$ cat src/rtl/sine_pwm_receiver.sv
// Serial frame receiver feeding a double-buffered PWM generator.
// Completed words load a pending duty that becomes active on PWM period boundaries.
module sine_pwm_receiver #(
    parameter int DATA_W = 32,
    parameter int PERIOD = 1000
) (
    input  logic              clk,
    input  logic              rst,
    input  logic              SI,
    input  logic              SI_en,
    input  logic              soc,
    output logic [DATA_W-1:0] data_out,
    output logic              data_valid,
    output logic              busy,
    output logic              frame_err,
    output logic              pwm_out,
    output logic              period_start
);

    localparam int CNT_W = $clog2(DATA_W + 1);

    typedef enum logic {
        IDLE  = 1'b0,
        SHIFT = 1'b1
    } state_t;

    state_t              state;
    state_t              state_next;
    logic [CNT_W-1:0]    bit_cnt;
    logic [DATA_W-1:0]   shift_reg;
    logic [DATA_W-1:0]   pending_duty;
    logic [DATA_W-1:0]   active_duty;
    logic [DATA_W-1:0]   pwm_cnt;
    logic [DATA_W-1:0]   word_next;
    logic                last_bit;
    logic                period_end;

    // Handshake: SI is taken only in SHIFT on cycles with SI_en=1; soc opens a frame.
    assign word_next  = {shift_reg[DATA_W-2:0], SI};
    assign last_bit   = (state == SHIFT) && SI_en && (bit_cnt == CNT_W'(DATA_W - 1));
    assign period_end = (pwm_cnt == DATA_W'(PERIOD - 1));

    always_ff @(posedge clk) begin
        if (rst) state <= IDLE;
        else     state <= state_next;
    end

    // A soc on the last-bit edge starts the next frame without leaving SHIFT.
    always_comb begin
        state_next = state;
        case (state)
            IDLE:    if (soc) state_next = SHIFT;
            SHIFT:   if (last_bit && !soc) state_next = IDLE;
            default: state_next = IDLE;
        endcase
    end

    always_comb begin
        busy = (state == SHIFT);
    end

    always_ff @(posedge clk) begin
        if (rst) begin
            bit_cnt      <= '0;
            shift_reg    <= '0;
            data_out     <= '0;
            data_valid   <= 1'b0;
            pending_duty <= '0;
            frame_err    <= 1'b0;
        end else begin
            data_valid <= 1'b0;
            if (last_bit) begin
                data_out     <= word_next;
                data_valid   <= 1'b1;
                pending_duty <= word_next;
            end
            if (state == IDLE) begin
                if (soc) begin
                    bit_cnt   <= '0;
                    shift_reg <= '0;
                end
            end else if (soc) begin
                // Mid-frame soc drops the partial word and restarts counting.
                bit_cnt   <= '0;
                shift_reg <= '0;
                if (!last_bit) frame_err <= 1'b1;
            end else if (SI_en) begin
                shift_reg <= word_next;
                bit_cnt   <= last_bit ? '0 : bit_cnt + CNT_W'(1);
            end
        end
    end

    always_ff @(posedge clk) begin
        if (rst) begin
            pwm_cnt     <= '0;
            active_duty <= '0;
            pwm_out     <= 1'b0;
        end else begin
            pwm_cnt <= period_end ? '0 : pwm_cnt + DATA_W'(1);
            // A word finishing on the boundary edge bypasses the pending register.
            if (period_end) active_duty <= last_bit ? word_next : pending_duty;
            pwm_out <= (pwm_cnt < active_duty);
        end
    end

    assign period_start = !rst && (pwm_cnt == '0);

endmodule

$ cat config.mk
export PLATFORM = sky130hd
export DESIGN_NAME = sine_pwm_receiver
export DESIGN_NICKNAME = d
export VERILOG_FILES = /design/src/rtl/sine_pwm_receiver.sv
export SDC_FILE = /design/constraint.sdc
export NUM_CORES = 1
export LEC_CHECK = 0
export BUFFER_PORTS_ARGS = -buffer_cell sky130_fd_sc_hd__buf_2
export CORE_UTILIZATION = 55
export CTS_CLUSTER_SIZE = 16
export DETAILED_ROUTE_END_ITERATION = 7
export GPL_TIMING_DRIVEN = 0
export PLACE_DENSITY = 0.73
export SYNTH_ARGS = -nofsm -noshare
export SYNTH_HDL_FRONTEND = slang
export SYNTH_SLANG_ARGS = --single-unit
$ cat constraint.sdc
create_clock -name clk -period 2.5 [get_ports clk]
set_input_delay 0.125 -clock clk [delete_from_list [all_inputs] [get_ports clk]]
set_output_delay 0.125 -clock clk [all_outputs]
set_load 0.01 [all_outputs]
==> results.toml <==
[critical_path]
cp.arrival_ns = 2.63
timing.critical_path.from_type = "flip-flop"
setup.worst_path.class = "flip-flop to flip-flop"
cp_max_fo = 10
worstRegToRegCells = 7
critPathCapture = "active_duty[0]$_SDFFE_PP0P_"
critical_path.startpoint = "bit_cnt[0]$_SDFFE_PP0P_"
reg2reg_from = "bit_cnt[0]$_SDFFE_PP0P_"
rr_endpoint = "active_duty[0]$_SDFFE_PP0P_"
capturing_element_type_of_the_critical_path = "flip-flop"
rrSetupSlack_ns = 0.14
cp_data_required_time_ns = 2.78

[final_layout]
syn2layout_area_growth_pct = 14.52
layout.cell_area.non_filler_sq_um = 8083
count_of_placed_standard_cells_in_the_final_layout_fillers_left_out = 1054
drive_gt1_share_pct = 14.40
final_nets = 909
fillers = 1039
antenna_cells = 0

[grt]
globalRoute.totalOverflow = 0
grt_start_max_net_pins = 17
grt_pass1_wl_um = 27060
grt_antenna_before_repair = 0
grt_pass1_vias = 5607
gr-usage-all-layers_pct = 26.32

[logic_synthesis]
synth.ff_latch_count = 169
yosys.cell_types.count = 44
synthesis.area_sq_um = 7058
synth_seq_area_share_pct = 47.93
synth_nets = 848
syn_avg_cell_area_sq_um = 8.724
netlist_instances = 809
synth.yosys.warnings = 0

[clocking]
tritoncts_num_sinks = 169
clock_root_cell = "clkbuf_16"
clock_path_buffers = 2
post-cts-setup-buffer-count = 0
htreeDepth = 4
clock_latency_late_sink_ns = 0.42
clock_edge_transition_at_the_registers_on_the_reported_setup_and_hold_paths_ns = 0.06
cts_made_buffers = 17
cts_tree = "built"

[detailed_routing]
detail-route-antenna-nets = 0
detail_route.drc_violations = 0
route.detailed.wl_per_inst_um = 15.44
detail_route.iter0.violations = 411
detail_route.vias_per_cell = 5.448
dr_total_vias = 5742
routed_wl_um = 16270
first_pass_iters = 5

[pwr]
p_sw_share_pct = 21.12
intPower_w = 0.004340
power.leakage_nw = 3.018
power_density_nw_per_um2 = 680.7
power_frac_comb_pct = 2.3
irDropWorstVdd_uv = 515.5
power.net_switching_w = 0.001162
power.share.clock_pct = 48.4
p_seq_share_pct = 49.3

[timing]
tightest_slew_ns = 0.7696
rsz_0062_raised_after_global_routing = "yes"
drv_slew = 0
relSlewSlack_pct = 48.30
timing.fmax_mhz = 424.5
finalSetupViolCount = 0
hold_violations = 0
layout_worst_path_cycle_share_pct = 94.23
tns_ns = 0
holdWs_ns = 0.02230
min_period_ns = 2.356
final.setup_skew_ns = 0.008630

[min_path]
hold_class = "input pin to flip-flop"
whs_path_depth = 3
holdCritStartpoint = "soc"

[place]
dpl.hpwl_um = 12010
placedInstanceArea_sq_um = 7478
place.detailed.instances = 1022
gp_routability_congestion = 0.8431
placement.io_buffers = 41

[run_status]
run_status = "finished, final reports clean"

[die]
start_util_pct = 56.16
die-area_sq_um = 13290
core-area_sq_um = 12570
die_height_um = 115.3
chipWidth_um = 115.3
pin_count = 42
fp-row-count = 41

[run]
maxCapViolCount = 0
==> placed cells by master (no fill, tap or decap), drive strengths merged, types with 32 or more instances in the layout <==
| cell | count |
|---|---|
| a21oi | 80 |
| buf | 56 |
| inv | 40 |
| nand2 | 148 |
| a211oi | 35 |
| nor2 | 113 |
| ha | 34 |
| clkbuf | 51 |
| a21boi | 32 |
| dfxtp | 169 |
==> cell type report <==
cell class / count / area [sq um] / share of cell area, %
Sequential cell: 169 / 3383 / 41.86
Multi-Input combinational cell: 559 / 3321 / 41.08
Clock buffer: 22 / 454.2 / 5.619
Buffer: 44 / 216.5 / 2.678
Timing Repair Buffer: 42 / 215.2 / 2.663
Tap cell: 172 / 215.2 / 2.663
Clock inverter: 9 / 138.9 / 1.718
Inverter: 37 / 138.9 / 1.718
==> power groups by stage <==
stage | registers [W] | clock network [W] | logic (W)
detailed placement | 0.00277 | 0 | 0.000127
floorplan | 0.00277 | 0 | 0.0000822
global route | 0.00271 | 0.00280 | 0.000145
global placement | 0.00277 | 0 | 0.000123
CTS | 0.00271 | 0.00269 | 0.000130
finish | 0.00271 | 0.00266 | 0.000129
==> per-layer routing <==
layer | part of all wire [%] | track usage (%) | wire (um) | vias to the layer above
li1 | - | - | - | 2849
met1 | 46 | 32.98 | 7443 | 2729
met2 | 48 | 44.66 | 7870 | 130
met3 | 3.7 | 5.377 | 606 | 34
met4 | 2.2 | 9.957 | 352 | 0
met5 | 0 | 0 | 0 | -
==> critical path, stage by stage (launching register included) <==
cell	delay, ns
dfxtp_1	0.37
ha_1	0.17
nand3_1	0.18
nor2_1	0.30
nand3b_1	0.32
clkbuf_1	0.33
a21boi_0	0.42
a211oi_1	0.12
==> how the worst min path moves through the flow <==
stage                                            to  slack [ns]
final                               busy$_SDFF_PP0_        0.02
after global routing                busy$_SDFF_PP0_        0.05
after CTS                           busy$_SDFF_PP0_       0.003
after detailed placement  shift_reg[0]$_SDFFE_PP0P_        0.39
after global placement    shift_reg[0]$_SDFFE_PP0P_        0.39
after floorplan                     busy$_SDFF_PP0_        0.24
==> kinds of logic after synthesis <==
logic type / share of synthesized area [%]
flip-flops: 47.93
adder cells (fa/ha/maj): 6.027
AO/OA/AOI/OAI: 16.08
AND/OR/NAND/NOR: 21.10
buffers and inverters: 5.017
XOR/XNOR: 3.847
==> per-stage QoR <==
stage	total power [W]	utilization (%)	setup slack, ns
2_1_floorplan	0.002852	-	0.7317
3_3_place_gp	0.002893	59.50	0.2668
3_5_place_dp	0.002898	59.50	0.1430
4_1_cts	0.005528	64.30	0.1207
5_1_grt	0.005650	64.31	-0.002131
6_report	0.005502	64.31	0.1442
==> cell usage after synthesis <==
library cell | instances | area [sq um]
nor4b_4 | 1 | 23.77
nand3b_1 | 2 | 15.01
nor2_1 | 103 | 386.6
o21ai_0 | 7 | 35.03
nand3_1 | 14 | 70.07
a31oi_1 | 1 | 6.260
or4_1 | 1 | 7.510
nor2_2 | 10 | 62.56
nor4_4 | 1 | 21.27
nor3_1 | 8 | 40.04
o21a_1 | 1 | 7.510
and2_1 | 1 | 6.260
a21boi_1 | 1 | 7.510
nor2b_1 | 2 | 12.51
a21boi_0 | 31 | 232.7
dfxtp_1 | 169 | 3383
nor4_1 | 7 | 43.79
a211oi_1 | 7 | 52.55
buf_2 | 7 | 35.03
clkbuf_1 | 29 | 108.9
o311ai_0 | 1 | 8.760
a2111oi_0 | 1 | 8.760
a41oi_1 | 1 | 8.760
xnor2_1 | 6 | 52.55
xor2_1 | 25 | 219.0
nand4_1 | 20 | 125.1
nand4b_1 | 1 | 8.760
buf_6 | 2 | 22.52
a21o_1 | 1 | 7.510
buf_1 | 1 | 3.750
or2_2 | 2 | 12.51
a211oi_2 | 28 | 350.3
a21oi_1 | 80 | 400.4
nand2_1 | 148 | 555.5
buf_4 | 4 | 30.03
ha_1 | 34 | 425.4
nor4_2 | 2 | 25.02
a2bb2oi_1 | 1 | 8.760
nand2b_1 | 1 | 6.260
and3_1 | 5 | 31.28
and4_1 | 3 | 26.28
inv_1 | 37 | 138.9
nor4b_1 | 1 | 8.760
buf_8 | 1 | 15.01
==> what timing repair did <==
item | CTS | global route
gates resized for setup | 0 | 9
hold buffers | 1 | 0
hold endpoints to repair | 2 | 0
endpoints found under the setup margin | 0 | 8
(Power assumes the default switching activity.)
